[src/rtl/fetch_buffer.sv]
// fetch_buffer: instruction fetch buffer between the fetch stage and decode.
// Holds {PC, instruction} pairs in a DEPTH-entry circular FIFO and presents
// the oldest pair to decode. in_ready drives the PC stall (stall = ~in_ready).
// A flush from a taken branch/jump redirect discards every buffered entry.
// Optional feature: define FETCH_BUF_BYPASS_EN to let a fetched pair pass
// straight to decode in the same cycle when the buffer is empty.
module fetch_buffer #(
  parameter int DEPTH = 4
) (
  input  logic                     clk,
  input  logic                     reset,
  input  logic                     in_valid,
  input  logic [31:0]              in_pc,
  input  logic [31:0]              in_instr,
  output logic                     in_ready,
  input  logic                     flush,
  output logic                     out_valid,
  output logic [31:0]              out_pc,
  output logic [31:0]              out_instr,
  input  logic                     out_ready,
  output logic [$clog2(DEPTH):0]   count
);

  localparam int AW = $clog2(DEPTH);
  localparam int CW = AW + 1;
  localparam logic [CW-1:0] FULL_COUNT = CW'(DEPTH);

  logic [31:0]   pc_mem    [DEPTH];
  logic [31:0]   instr_mem [DEPTH];
  logic [AW-1:0] rp;
  logic [AW-1:0] wp;
  logic          empty;
  logic          push;
  logic          pop;

  // Ready depends only on registered occupancy, so a full buffer rejects a
  // push even if decode pops in the same cycle.
  assign empty    = (count == '0);
  assign in_ready = (count != FULL_COUNT);

  // Popping only ever removes a stored entry; an empty buffer ignores out_ready.
  assign pop = ~empty & out_ready & ~flush;

`ifdef FETCH_BUF_BYPASS_EN
  // A pair arriving at an empty buffer is shown to decode immediately. Reset
  // holds decode on a nop, so the bypass is suppressed while it is asserted.
  logic bypass_valid;
  assign bypass_valid = empty & in_valid & ~flush & ~reset;
  assign out_valid    = empty ? bypass_valid : 1'b1;
  // If decode takes the bypassed pair right away it is never stored.
  assign push = in_valid & in_ready & ~flush & ~(bypass_valid & out_ready);
`else
  assign out_valid = ~empty;
  assign push      = in_valid & in_ready & ~flush;
`endif

  // Head selection: stored head when occupied, bypassed pair if enabled,
  // otherwise all zeros so decode sees a nop (sll $0,$0,0).
  always_comb begin
    out_pc    = 32'h0;
    out_instr = 32'h0;
    if (!empty) begin
      out_pc    = pc_mem[rp];
      out_instr = instr_mem[rp];
    end
`ifdef FETCH_BUF_BYPASS_EN
    else if (bypass_valid) begin
      out_pc    = in_pc;
      out_instr = in_instr;
    end
`endif
  end

  // Storage array write; contents are left untouched by reset and flush since
  // occupancy alone decides which slots are meaningful.
  always_ff @(posedge clk) begin
    if (push) begin
      pc_mem[wp]    <= in_pc;
      instr_mem[wp] <= in_instr;
    end
  end

  // Pointer and occupancy update; reset outranks flush, flush outranks push/pop.
  always_ff @(posedge clk) begin
    if (reset || flush) begin
      rp    <= '0;
      wp    <= '0;
      count <= '0;
    end else begin
      if (push) begin
        wp <= wp + 1'b1;
      end
      if (pop) begin
        rp <= rp + 1'b1;
      end
      case ({push, pop})
        2'b10:   count <= count + 1'b1;
        2'b01:   count <= count - 1'b1;
        default: count <= count;
      endcase
    end
  end

endmodule

[config.mk]
export PLATFORM = sky130hd
export DESIGN_NAME = fetch_buffer
export DESIGN_NICKNAME = d
export VERILOG_FILES = /design/src/rtl/fetch_buffer.sv
export SDC_FILE = /design/constraint.sdc
export NUM_CORES = 1
export LEC_CHECK = 0
export ABC_AREA = 1
export BUFFER_PORTS_ARGS = -buffer_cell sky130_fd_sc_hd__clkbuf_2
export CAP_MARGIN = 0
export CORE_MARGIN = 2
export CORE_UTILIZATION = 45
export CTS_CLUSTER_DIAMETER = 50
export CTS_CLUSTER_SIZE = 8
export DETAILED_ROUTE_END_ITERATION = 8
export PLACE_DENSITY = 0.71
export SYNTH_ARGS = -nofsm -noshare
export SYNTH_HDL_FRONTEND = slang
export SYNTH_SLANG_ARGS = --single-unit
export TNS_END_PERCENT = 30
[constraint.sdc]
create_clock -name clk -period 4.2 [get_ports clk]
set_clock_uncertainty 0.05 [all_clocks]
set_input_delay 0.21 -clock clk [delete_from_list [all_inputs] [get_ports clk]]
set_output_delay 0.21 -clock clk [all_outputs]
set_load 0.005 [all_outputs]
## After elaboration in Yosys (flattened, before gate mapping)

Memory sizes are Yosys's and may differ from the RTL's. A register that Yosys moved wholly into a read port is not among the register bits.
Cells that the tools add are included.

| operators by class | value |
|---|---|
| add/subtract/negate cells | 4 |
| reductions and logical operators | 3 |
| muxes and demuxes | 9 |
| bitwise gates (word level) | 6 |
| equal/unequal tests | 3 |

Operators by type and width:

| cell | number |
|---|---|
| $mux 32 | 2 |
| $mux 2 | 4 |
| $pmux 3 s2 | 1 |
| $add 2x1->2 const B | 2 |
| $and 1x1->1 | 4 |
| $add 3x1->3 const B | 1 |
| $logic_not 3->1 | 1 |
| $ne 3x3->1 const B | 1 |
| $sub 3x1->3 const B | 1 |
| $eq 2x1->1 const B | 1 |
| $eq 2x2->1 const B | 1 |
| $mux 1 | 2 |
| $not 1->1 | 2 |
| $reduce_bool 2->1 | 1 |
| $logic_or 1x1->1 | 1 |

| storage, ports and cells | value |
|---|---|
| memory bits (writable) | 256 |
| memories kept | 2 |
| register bits | 7 |
| logic and storage cells | 30 |
| output and inout port bits | 69 |

Memory list:

| name | depth | bits a word | read ports | clocked after memory_dff | write ports | line | RTL |
|---|---|---|---|---|---|---|---|
| instr_mem | 4 | 32 | 1 | 1 | 1 | 29 | `logic [31:0] instr_mem [DEPTH];` |
| pc_mem | 4 | 32 | 1 | 1 | 1 | 28 | `logic [31:0] pc_mem [DEPTH];` |

## Depth between registers and ports, before layout

Gate-level depths: netlist of the first run.

| depth | value |
|---|---|
| depth after elaboration | 6 |
| gate-level depth with buffers | 13 |
| gate-level depth less buffers | 13 |

## Least setup slack after synthesis of the first run

OpenSTA, ideal clock, no wires.

| path | value |
|---|---|
| path type | register to register |
| start point | register count[1] |
| end point | memory instr_mem[0][0] (enable) |
| arrival time | 3381 ps |
| required time | 3663 ps |
| stages on the path, launching flop included | 5 |
| library setup time | 487 ps |
| clock period less this slack | 3917 ps |
| path slack | 283 ps |
| cell sequence | dfxtp_1 -> nor2_1 -> nand2_1 -> nand2_1 -> nor2_1 |

| on the way | value |
|---|---|
| longest elaborated chain between the ends | 5 |

RTL lines:

| item | line | RTL |
|---|---|---|
| start, declared | 21 | `output logic [$clog2(DEPTH):0] count` |
| start signal, assigned | 97 | `2'b10: count <= count + 1'b1;` |
| start signal, assigned | 98 | `2'b01: count <= count - 1'b1;` |
| start signal, assigned | 99 | `default: count <= count;` |
| $ne 3x3->1 | 39 | `assign in_ready = (count != FULL_COUNT);` |
| via in_ready | 15 | `output logic in_ready,` |
| $and 1x1->1 (2 in series) | 54 | `assign push = in_valid & in_ready & ~flush;` |
| $mux 1 | 77 | `if (push) begin` |
| $mux 1 (not written as such) | 79 | `instr_mem[wp] <= in_instr;` |
| end, declared | 29 |  |

The timed path passes the listed nets, and every way through them passes these cells.

## Worst setup path in the final report of the first run

| path | value |
|---|---|
| start point | register count[0] |
| end point | output port out_instr[13] |

| on the way | value |
|---|---|
| longest elaborated chain between the ends | 2 |

RTL lines:

| item | line | RTL |
|---|---|---|
| $logic_not 3->1 | 38 | `assign empty = (count == '0);` |
| $mux 32 | 62 | `if (!empty) begin` |
| end, declared | 19 | `output logic [31:0] out_instr,` |

No other way between the ends.

==> impl_metrics.env, run 1 <==
export IMPL_num_fill_cells=1795
export IMPL_wirelength_microns=22200
export IMPL_status="finished clean"
export IMPL_final_setup_viol_count=0
export IMPL_met3WireLength_microns=1260
export IMPL_max_cap_violations=0
export IMPL_place_ws_ns=1.90
export IMPL_cts_htree_levels=2
export IMPL_crit_path_start_kind="flop"
export IMPL_critPathRequiredTime_ns=3.94
export IMPL_diodes=0
export IMPL_rsz0062_at_grt="false"
export IMPL_peakVddDrop_uv=410
export IMPL_final_setup_tns_ns=0
export IMPL_ant_nets=0
export IMPL_grt_first_pass_wirelength_microns=34900
export IMPL_placementRows=55
export IMPL_initial_core_util_pct=45.9
export IMPL_place_gp_congestion=0.733
export IMPL_die_x_microns=156
export IMPL_vias=6772
export IMPL_cpPeakStageDelay_ns=0.59
export IMPL_drive_gt1_share_pct=19.5
export IMPL_path_cells="nor2_1 > nand2_1 > inv_2 > buf_4 > a21oi_1 > clkbuf_2"
export IMPL_cts_inserted_buffers=39
export IMPL_crit_path_end_kind="output pin"
export IMPL_cp_buffers_inverters=3
export IMPL_max_freq_mhz=369
export IMPL_yosysTopAreaCell="edfxtp_1"
export IMPL_syn_nets=902
export IMPL_crit_slowest_cell="inv_2"
export IMPL_setup_slack_ns=1.49
export IMPL_wl_met2_microns=11300
export IMPL_crit_type="reg2out"
export IMPL_grt_overflow=0
export IMPL_synth_area_leaders="edfxtp_1, nor2_1, o21ai_0, a21oi_1, dfxtp_1"
export IMPL_fin_cells=1332
export IMPL_dp_cells=1216
export IMPL_antenna_found_initial=0
export IMPL_drt_initial_drc_count=415
export IMPL_cts_root_buffer="clkbuf_16"
export IMPL_pin_count=138
export IMPL_insertion_delay_ns=0.49
export IMPL_dr_pass1_iters=6
export IMPL_drc=0
export IMPL_ys_ff_latch=265
export IMPL_post_cts_resized=0
export IMPL_ys_types=17
export IMPL_multi_input_comb_area_sq_um=2200
export IMPL_dieArea_sq_um=24400
export IMPL_grt_total_usage_pct=18.4
export IMPL_syn_area_sq_um=10400
export IMPL_syn_inst=827
export IMPL_ys_seq_area_share_pct=75.5
export IMPL_worst_pin_slew_ns=0.889
export IMPL_area_growth_pct=25.4
export IMPL_port_buffers=137
export IMPL_drt_vias_per_instance=5.08
export IMPL_hold_viol=0
export IMPL_cp_data_arrival_time_ns=2.45
export IMPL_die_y_microns=156
export IMPL_fin_crit_sh_pct=64.6
export IMPL_power_density_nw_per_um2=454
export IMPL_grt_pass1_vias=6879
export IMPL_cts_sinks=265
export IMPL_slew_headroom_pct=40.7
export IMPL_p_leak_nw=4.81
export IMPL_finalCriticalPeriod_ns=2.71
export IMPL_synth_top_area_share_pct=73.8
export IMPL_tritoncts="built"
export IMPL_post_cts_buffers=0
export IMPL_core_sq_um=22700
export IMPL_syn_mean_instance_area_sq_um=12.6
export IMPL_crit_fanout=35
export IMPL_slew_viol_final=0
export IMPL_ff_latch_area_sq_um=7870
export IMPL_path_delay_family="buffers and inverters"
export IMPL_met1_length_microns=9370
export IMPL_wl_per_cell_microns=16.7
export IMPL_cts_buffer_depth=3
export IMPL_ctsHoldBuffers=66
export IMPL_min_path_type="in2reg"
export IMPL_ys_warnings_count=0
export IMPL_routed_top_layer="met4"
export IMPL_grt_start_max_net_pins=65
export IMPL_dp_hpwl_microns=12200
export IMPL_fin_nets=1113
export IMPL_clkTransAtPathRegs_ns=0.05
==> Yosys cell counts (all sizes together) <==
cell type  count
nand3          5
fa             1
a21oi         69
nand2         15
inv           21
buf           35
clkbuf        12
dfxtp          9
edfxtp       256
o21ai        130
ha             5
nor2         269
==> where the power goes <==
part / switching, mW / internal, mW
clock network: 1.00 / 1.71
registers: 0.0104 / 2.95
logic: 0.151 / 0.115
total: 1.16 / 4.77
==> cell families (layout without fill, tap and decap cells) <==
family	count (synthesis)	after routing	synth area share, %
flip-flops	265	265	75.5
buffers and inverters	68	288	3.63
adder cells (fa/ha/maj)	6	6	0.793
AND/OR/NAND/NOR	289	289	10.5
AO/OA/AOI/OAI	199	199	9.56
==> routing by layer <==
| layer | GRT usage [%] | vias up |
|---|---|---|
| li1 | - | 3323 |
| met1 | 23.2 | 3222 |
| met2 | 32.3 | 203 |
| met3 | 3.97 | 24 |
| met4 | 5.29 | 0 |
| met5 | 0 | - |
==> cell type report <==
cell class	count	share of cell area [%]
flip-flops and latches	265	60.3
multi-input cells	494	16.8
repair buffers	217	11.4
clock buffers	47	7.94
well taps	285	2.73
inverters	21	0.613
clock inverters	3	0.230
==> registers in the layout, indices dropped and copies added, names as in the netlist, named ones only <==
signal,count
instr_mem,128
pc_mem,128
count,3
rp,2
wp,2
==> stage by stage <==
| step | power, mW | hold slack (ns) | util, % | cell area [sq um] |
|---|---|---|---|---|
| after floorplan | 3.11 | 0.259 | - | 10400 |
| after global placement | 3.21 | 0.377 | 49.9 | 11300 |
| after detailed placement | 3.22 | 0.380 | 49.9 | 11300 |
| after CTS | 5.99 | 0.0122 | 57.5 | 13100 |
| after global routing | 6.14 | 0.0517 | 57.5 | 13100 |
| final | 5.93 | 0.0372 | 57.5 | 13100 |
==> cells in the final DEF (no fill, tap or decap) <==
cell type        n
a21oi_1         69
o21ai_0        120
nand3_1          5
dfxtp_1          7
dlygate4sd3_1   66
clkbuf_2       137
inv_2            2
clkbuf_1         6
clkinv_8         1
buf_12           3
clkinv_2         2
clkbuf_16       40
ha_1             5
clkbuf_8         1
inv_1           18
edfxtp_1       256
nand2_1         15
dfxtp_4          1
nor2_1         265
buf_4           11
fa_1             1
o21ai_1         10
dfxtp_2          1
inv_6            1
nor2_4           4
==> worst reg2reg max path: stages (launching register included) <==
cell and delay (ns):
dfxtp_1 0.37, nor2_1 0.08, nand2_1 0.11, nand2_1 0.29
nor2_4 0.62, buf_4 0.41
==> worst paths after layout <==
kind	from	endpoint	slack, ns	cells past startpoint
min	flush	count[0]	0.04	4
max reg2reg	count[1]	instr_mem[1][7]	1.96	5
max	count[0]	out_instr[13]	1.49	6
min reg2reg	rp[1]	flop	0.44	2
(Power assumes the default switching activity.)
==> inputs of run 2 (changes only) <==
==> constraint.sdc (replaced) <==
create_clock -name clk -period 2.62 [get_ports clk]
set_clock_uncertainty 0.05 [all_clocks]
set_input_delay 0.131 -clock clk [delete_from_list [all_inputs] [get_ports clk]]
set_output_delay 0.131 -clock clk [all_outputs]
set_load 0.005 [all_outputs]
==> run 2 against run 1 <==
Against the previous run:
- flip-flop and latch count unchanged
- clock power increased by 65%
- first-iteration DRC count increased by 26%
- critical path type unchanged
- critical endpoint is now out_instr[31]
- largest power group unchanged
==> impl_metrics.env, run 2 (same netlist as run 1, synthesis figures left out) <==
export IMPL_final_common_cell="nor2_1"
export IMPL_wirelength_microns=23700
export IMPL_met1_length_microns=9820
export IMPL_cp_data_arrival_time_ns=2.15
export IMPL_pin_count=138
export IMPL_placementRows=55
export IMPL_top_regs="instr_mem x128, pc_mem x128, count x3"
export IMPL_seqPwrFrac_pct=49.1
export IMPL_ff_latch_area_sq_um=7870
export IMPL_rsz0062_at_grt="false"
export IMPL_hold_ws_ns=0.337
export IMPL_post_cts_buffers=0
export IMPL_critPathRequiredTime_ns=2.44
export IMPL_min_path_type="in2reg"
export IMPL_path_delay_family="flip-flops"
export IMPL_finalPower_mw=9.65
export IMPL_initial_core_util_pct=45.9
export IMPL_antenna_found_initial=1
export IMPL_worst_path_most_repeated_cell="nor2_1"
export IMPL_crit_fanout=32
export IMPL_cts_root_buffer="clkbuf_16"
export IMPL_max_cap_violations=0
export IMPL_core_sq_um=22700
export IMPL_die_y_microns=156
export IMPL_place_ws_ns=0.757
export IMPL_fin_cells=1349
export IMPL_hold_viol=0
export IMPL_slew_viol_final=0
export IMPL_met3WireLength_microns=1410
export IMPL_crit_path_end_kind="output pin"
export IMPL_num_fill_cells=1787
export IMPL_final_setup_viol_count=0
export IMPL_path_cells="buf_4 > nor2_1 > nor2_1 > o21ai_0 > a21oi_1 > clkbuf_2"
export IMPL_switching_share_pct=20.1
export IMPL_finalCriticalPeriod_ns=2.33
export IMPL_fin_crit_sh_pct=89.0
export IMPL_worst_pin_slew_ns=0.815
export IMPL_crit_cells=6
export IMPL_drive_gt1_share_pct=19.6
export IMPL_cts_htree_levels=2
export IMPL_r2r_start="count[1]"
export IMPL_dr_pass1_iters=5
export IMPL_regToRegEndpoint="pc_mem[1][30]"
export IMPL_cp_endpoint="out_instr[31]"
export IMPL_drt_vias_per_instance=5.18
export IMPL_setup_slack_ns=0.289
export IMPL_p_sw_mw=1.94
export IMPL_multi_input_comb_area_sq_um=2200
export IMPL_grt_first_pass_wirelength_microns=37000
export IMPL_crit_type="reg2out"
export IMPL_max_freq_mhz=429
export IMPL_fin_nets=1122
export IMPL_die_x_microns=156
export IMPL_drt_initial_drc_count=524
export IMPL_clkPwrFrac_pct=46.2
export IMPL_crit_slowest_cell="dfxtp_4"
export IMPL_slew_headroom_pct=45.7
export IMPL_ant_nets=0
export IMPL_insertion_delay_ns=0.50
export IMPL_grt_overflow=0
export IMPL_cts_inserted_buffers=39
export IMPL_ff2ff_setup_slack_ns=0.77
export IMPL_final_cell_mix="nor2_1, edfxtp_1, clkbuf_2"
export IMPL_cpPeakStageDelay_ns=0.57
export IMPL_dp_hpwl_microns=13400
export IMPL_tritoncts="built"
export IMPL_p_comb_share_pct=4.7
export IMPL_wl_met2_microns=12100
export IMPL_cts_buffer_depth=3
export IMPL_dp_cells=1221
export IMPL_rr_worst_depth=6
export IMPL_cp_buffers_inverters=2
export IMPL_p_leak_nw=4.87
export IMPL_grt_pass1_vias=7057
export IMPL_clkTransAtPathRegs_ns=0.05
export IMPL_intPower_mw=7.72
export IMPL_power_density_nw_per_um2=731
export IMPL_status="finished clean"
export IMPL_area_growth_pct=26.7
export IMPL_grt_total_usage_pct=19.6
export IMPL_routed_top_layer="met4"
export IMPL_grt_start_max_net_pins=93
export IMPL_vias=6990
export IMPL_wl_per_cell_microns=17.6
export IMPL_port_buffers=137
export IMPL_peakVddDrop_uv=624
export IMPL_drc=0
export IMPL_place_gp_congestion=0.745
export IMPL_crit_path_start_kind="flop"
export IMPL_dieArea_sq_um=24400
export IMPL_cts_sinks=265
[run 2: cell count changes in the layout (fill, tap and decap cells not counted), sizes merged]
cell         change
dlygate4sd3      +4
inv              -1
clkinv           +1
diode            +1
clkbuf           +6
bufinv           +1
buf              +5
[run 2: worst min path at each step]
stage | startpoint | endpoint | slack [ns] | cells past startpoint
floorplan | in_instr[0] | instr_mem[0][0] | 0.18 | 0
global route | in_pc[1] | pc_mem[3][1] | 0.34 | 2
detailed placement | in_pc[3] | pc_mem[3][3] | 0.30 | 1
CTS | in_instr[24] | instr_mem[3][24] | 0.31 | 2
finish | in_instr[24] | instr_mem[3][24] | 0.34 | 2
global placement | in_pc[9] | pc_mem[3][9] | 0.30 | 1
[run 2: metal layers]
metal  GRT usage (%)  vias to the layer above
li1                -                     3358
met1            24.8                     3395
met2            34.2                      206
met3            3.81                       31
met4            6.12                        0
met5               0                        -
[run 2: final cells by class]
cell class / instances / area share [%]
Antenna cell: 1 / 0.0190
Clock buffer: 53 / 7.79
Clock inverter: 4 / 0.512
Inverter: 21 / 0.607
Multi-Input combinational cell: 494 / 16.7
Sequential cell: 265 / 59.6
Tap cell: 285 / 2.70
Timing Repair Buffer: 226 / 12.1
[run 2: through the flow]
| stage | area (sq um) | TNS [ns] | utilization, % |
|---|---|---|---|
| final | 13200 | 0 | 58.1 |
| after global routing | 13200 | 0 | 58.1 |
| after CTS | 13200 | 0 | 58.1 |
| after detailed placement | 11400 | 0 | 50.2 |
| after global placement | 11400 | 0 | 50.2 |
| after floorplan | 10400 | -69.25 | - |
[run 2: worst register-to-register path, stage by stage, from the launching register on]
cell and delay (ns):
dfxtp_1 0.35, nor2_1 0.07, nand2_1 0.13, nand2_1 0.10
buf_4 0.19, nor2_4 0.09, buf_4 0.48
[run 2: power groups by stage]
stage	combinational [mW]	sequential, mW	clock, mW
3_3_place_gp	0.359	4.81	0
5_1_grt	0.501	4.74	4.72
4_1_cts	0.454	4.74	4.55
6_report	0.453	4.74	4.46
2_1_floorplan	0.160	4.82	0
3_5_place_dp	0.368	4.82	0
[run 2: repair_timing]
| item | in CTS | in global routing |
|---|---|---|
| resized for setup | 0 | 0 |
| endpoints found under the setup margin | 0 | 0 |
| hold endpoints to repair | 265 | 0 |
| hold buffers | 70 | 0 |
